[config.mk]
export PLATFORM = sky130hd
export DESIGN_NAME = dcache_controller
export DESIGN_NICKNAME = d
export VERILOG_FILES = /design/src/rtl/dcache_controller.sv
export SDC_FILE = /design/constraint.sdc
export NUM_CORES = 1
export LEC_CHECK = 0
export CORE_ASPECT_RATIO = 0.8
export CORE_UTILIZATION = 40
export DETAILED_ROUTE_END_ITERATION = 16
export HOLD_SLACK_MARGIN = 0.15
export PLACE_DENSITY = 0.61
export SYNTH_ARGS = -nofsm -noshare
export SYNTH_HDL_FRONTEND = slang
export SYNTH_SLANG_ARGS = --single-unit
[constraint.sdc]
create_clock -name CLK -period 3.3 [get_ports CLK]
set_input_delay 0.495 -clock CLK [delete_from_list [all_inputs] [get_ports CLK]]
set_output_delay 0.495 -clock CLK [all_outputs]
set_load 0.01 [all_outputs]
[src/rtl/dcache_controller.sv]
// Direct-mapped write-back, write-allocate data cache (8 blocks x 4 bytes)
// with its miss-handling FSM between an 8-bit CPU and a word-wide memory.
module dcache_controller (
  input  logic        CLK,
  input  logic        RESET,
  input  logic        read,
  input  logic        write,
  input  logic [7:0]  address,
  input  logic [7:0]  writedata,
  output logic [7:0]  readdata,
  output logic        busywait,
  output logic        mem_read,
  output logic        mem_write,
  output logic [5:0]  mem_address,
  output logic [31:0] mem_writedata,
  input  logic [31:0] mem_readdata,
  input  logic        mem_busywait
);

  localparam int unsigned NUM_BLOCKS = 8;
  localparam int unsigned TAG_W      = 3;
  localparam int unsigned IDX_W      = 3;
  localparam int unsigned OFF_W      = 2;
  localparam int unsigned BLOCK_W    = 32;
  localparam int unsigned BYTE_W     = 8;

  typedef enum logic [1:0] {IDLE, WRITE_BACK, MEM_READ, UPDATE} state_t;

  state_t state, next_state;

  logic [BLOCK_W-1:0]    data_q [NUM_BLOCKS];
  logic [TAG_W-1:0]      tag_q  [NUM_BLOCKS];
  logic [NUM_BLOCKS-1:0] valid_q;
  logic [NUM_BLOCKS-1:0] dirty_q;
  logic [BLOCK_W-1:0]    refill_q;

  logic [TAG_W-1:0] tag;
  logic [IDX_W-1:0] index;
  logic [OFF_W-1:0] offset;
  logic [4:0]       byte_lsb;
  logic             hit;
  logic             req;

  assign tag      = address[7:5];
  assign index    = address[4:2];
  assign offset   = address[1:0];
  assign byte_lsb = {offset, 3'b000};
  assign hit      = valid_q[index] && (tag_q[index] == tag);
  assign req      = read | write;

  // State, refill latch and block array updates
  always_ff @(posedge CLK) begin
    if (RESET) begin
      state    <= IDLE;
      valid_q  <= '0;
      dirty_q  <= '0;
      refill_q <= '0;
    end else begin
      state <= next_state;
      if (state == MEM_READ && !mem_busywait) begin
        refill_q <= mem_readdata;
      end
      if (state == UPDATE) begin
        data_q[index]  <= refill_q;
        tag_q[index]   <= tag;
        valid_q[index] <= 1'b1;
        dirty_q[index] <= 1'b0;
      end else if (state == IDLE && write && hit) begin
        data_q[index][byte_lsb +: BYTE_W] <= writedata;
        dirty_q[index]                    <= 1'b1;
      end
    end
  end

  // Next state and output decode; everything is forced low while in reset
  always_comb begin
    next_state    = state;
    busywait      = 1'b0;
    mem_read      = 1'b0;
    mem_write     = 1'b0;
    mem_address   = '0;
    mem_writedata = '0;
    readdata      = '0;
    if (!RESET) begin
      case (state)
        IDLE: begin
          busywait = req & ~hit;
          if (read && !write && hit) begin
            readdata = data_q[index][byte_lsb +: BYTE_W];
          end
          if (req && !hit) begin
            next_state = (valid_q[index] && dirty_q[index]) ? WRITE_BACK : MEM_READ;
          end
        end
        WRITE_BACK: begin
          busywait      = 1'b1;
          mem_write     = 1'b1;
          mem_address   = {tag_q[index], index};
          mem_writedata = data_q[index];
          if (!mem_busywait) begin
            next_state = MEM_READ;
          end
        end
        MEM_READ: begin
          busywait    = 1'b1;
          mem_read    = 1'b1;
          mem_address = {tag, index};
          if (!mem_busywait) begin
            next_state = UPDATE;
          end
        end
        UPDATE: begin
          busywait   = 1'b1;
          next_state = IDLE;
        end
        default: next_state = IDLE;
      endcase
    end
  end

endmodule

==> results.cfg, run 1 <==
[synth]
synth_top_area_cell = edfxtp_1
synth.top_cell.area_share_pct = 59.7
seq_area_frac_synth_pct = 66.8
yosys-top-cells-area = edfxtp_1, dfxtp_1, mux4_2, mux2i_1, nand2_1
synth_edf_count = 280
ys_ff_latch = 330
ys_types = 55
syn-cell-area_mm2 = 0.0141
synth_ff_type = edfxtp_1
synth_nets = 1072
ys.warnings.count = 0
avgSynthCellArea_um2 = 14.0
synth_cells = 1009
synthArstFlopShare_pct = 0

[global_routing]
grt_pass1_vias = 9539
grt_pass1_wl_mm = 60.3
antenna_found_initial = 0
overflow = 0
gr-usage-all-layers_pct = 23.1
grt_max_degree = 45

[worst_setup_path]
cp-end-kind = output pin
worstSetupStartpointType = primary input
cp.required_ps = 2800
critPathMaxFanout = 19
path_buf_inv = 6
cp_top_family = buffers and inverters
cp.arrival_ps = 2690
cp_cell_sequence = buf_4, buf_12, buf_12, mux4_2, nor2b_1, a221o_1, inv_1, buf_4, nor2_1, clkdlybuf4s50_1
crit_type = primary input to output pin
slowest_delay_ps = 510
crit_slowest_cell = clkdlybuf4s50_1

[power]
comb_power_share_pct = 13.8
p_per_area_mw_per_mm2 = 529
cellLeakagePower_nw = 6.72
p_int_mw = 7.28
total_power_mw = 9.62
p_clk_share_pct = 37.1
power_switching_share_pct = 24.4
power_switching_mw = 2.34
vdd_drop_max_mv = 0.326
p_seq_share_pct = 49.1

[floorplanning]
fp.dieH_um = 170
start_util_pct = 40.6
core_mm2 = 0.0347
die-width_um = 212
row_count = 61
die-area_mm2 = 0.0360
io_pins = 102

[detailed_routing]
vias_per_cell = 5.38
wl_per_cell_um = 22.8
routed_wl_mm = 41.0
vias = 9669
drt_iter0_drc = 982
ant_nets = 0
drtPass1Iterations = 5
drc = 0

[sta]
skew_ps = 15.3
hold_violations = 0
relSlewSlack_pct = 38.2
setup-violations-final = 0
drv_slew = 0
clock.fmax_mhz = 314
setup_slack_ps = 117
period_minus_slack_ps = 3180
tns_ps = 0
worstMarginPinSlew_ps = 901
whs_ps = 454
final_min_period_over_clock_period_pct = 96.5
rsz0062_at_grt = false

[finish]
post-route-cell-area_mm2 = 0.0182
nNetsFinal = 1366
diodes = 0
final-instance-count-excl-fill = 1798
fin_util_pct = 52.4
layout-drive-gt1-share_pct = 25.6
syn_to_final_growth_pct = 29.2

[cts]
cts_max_level = 2
clkLatencyLatePin_ps = 510
numCtsBuffers = 34
cts_tree = yes
clock-sinks = 330
cts_buffer_depth = 3
root_buffer = clkbuf_16
path_clk_slew_ps = 60

[placed_design]
dp.cells = 1738
pre_cts_slack_ps = -142
portBuffers = 101
hpwl_mm = 29.9
gp_congestion = 0.917
dpl_cell_area_mm2 = 0.0172

[hold_path]
hold_class = register to register

[run_status]
status = complete, no violations

[flow_run]
maxCapViolations = 0
final timing paths:
kind,start,endpoint,cells after the start,slack [ps]
worst min-delay path,refill_q[9],refill_q[9],2,450
worst max register to register,state[0],data_q[5][20],9,280
worst min register to register,refill_q[9],refill_q[9],2,450
worst max-delay path,address[2],mem_writedata[20],10,120
placed cells by master, fill, tap and decap left out, types with 7 or more instances in the layout:
cell type and instances:
a211oi_1 8, a21oi_1 75, a221oi_1 21, a22o_1 9, a22oi_1 18, buf_12 10
buf_4 209, clkbuf_1 11, clkbuf_16 35, clkdlybuf4s50_1 89, clkinv_1 7, dfxtp_1 50
dlygate4sd2_1 8, edfxtp_1 280, ha_1 9, inv_1 42, mux2_2 19, mux2i_1 77
mux4_2 36, nand2_1 123, nand3_1 9, nor2_1 70, nor2b_1 8, o21ai_0 8
o22ai_1 16
Yosys cell counts, types with 2 or more instances:
library cell / count
nor3_1: 3
o41ai_1: 4
a221oi_1: 22
a31oi_1: 2
nand2b_1: 3
nand2_1: 123
o22ai_1: 16
or2_2: 2
a22o_1: 9
dfxtp_1: 50
a211oi_1: 8
buf_1: 10
mux4_2: 36
buf_6: 4
or3_1: 2
inv_1: 42
a311oi_1: 2
o22a_1: 2
o21ai_0: 9
a41oi_1: 4
ha_1: 10
nand3_1: 9
nand3_2: 3
nor2_1: 72
and2_1: 5
nor2b_1: 9
clkinv_1: 3
a21o_1: 6
nor3b_1: 3
edfxtp_1: 280
clkbuf_1: 35
mux2_2: 19
a22oi_1: 18
buf_2: 12
mux2i_1: 77
a21oi_1: 76
power by group through the flow:
stage | registers [mW] | logic, mW | clock network, mW
2_1_floorplan | 4.80 | 0.643 | 0
4_1_cts | 4.73 | 1.33 | 3.60
3_3_place_gp | 4.81 | 1.31 | 0
3_5_place_dp | 4.82 | 1.32 | 0
6_report | 4.73 | 1.33 | 3.57
5_1_grt | 4.73 | 1.44 | 3.77
timing repair:
item                       4_1_cts  5_1_grt
setup endpoints to repair        9        5
setup buffers                    1        0
resized for setup               13        6
hold buffers                     0        0
pin swaps                        0        0
layout make-up:
| class | instances | area [um2] |
|---|---|---|
| clock buffers | 46 | 917 |
| inverters | 46 | 173 |
| flip-flops and latches | 330 | 9410 |
| clock inverters | 13 | 91.3 |
| fillers | 2962 | 16500 |
| well taps | 472 | 591 |
| multi-input cells | 571 | 4250 |
| repair buffers | 320 | 2770 |
layer usage:
metal | routed length [um] | part of all wire (%) | GRT usage [%] | vias up
met3 | 3070 | 7.5 | 4.19 | 67
li1 | - | - | - | 4405
met4 | 1350 | 3.3 | 7.75 | 0
met5 | 0 | 0 | 0 | -
met1 | 17700 | 43 | 32.2 | 4811
met2 | 19000 | 46 | 36.3 | 386
cells by family (layout without fill, tap and decap cells):
| family | count (synthesis) | count (layout) | synth area share [%] |
|---|---|---|---|
| compound gates | 190 | 190 | 9.04 |
| buf+inv | 108 | 425 | 3.22 |
| fa+ha+maj | 10 | 10 | 0.888 |
| flops | 330 | 330 | 66.8 |
| xor+xnor | 1 | 1 | 0.0622 |
| mux | 132 | 132 | 12.7 |
| simple gates | 238 | 238 | 7.24 |
flip-flops by register name (all words and copies together), names as in the netlist, named ones only:
name,flops
data_q,256
refill_q,32
tag_q,24
valid_q,8
state,2
worst reg2reg max path: cells and delay by family (launching register included):
family | cells | cell delay [ps]
buffers and inverters | 4 | 560
AOI/OAI and AO/OA | 1 | 380
adders and majority gates | 1 | 210
muxes | 1 | 600
DFF | 1 | 350
and+or+nand+nor | 2 | 630
Note: power is estimated with default switching activity, not from simulation.
==> run 2: changes to the inputs <==
--- a/config.mk
+++ b/config.mk
@@ -10,6 +10,7 @@
 export DETAILED_ROUTE_END_ITERATION = 16
 export HOLD_SLACK_MARGIN = 0.15
 export PLACE_DENSITY = 0.61
+export SLEW_MARGIN = 25
 export SYNTH_ARGS = -nofsm -noshare
 export SYNTH_HDL_FRONTEND = slang
 export SYNTH_SLANG_ARGS = --single-unit
==> results of run 2 <==
No change in the layout: final DEF, timing and power equal those of run 1.
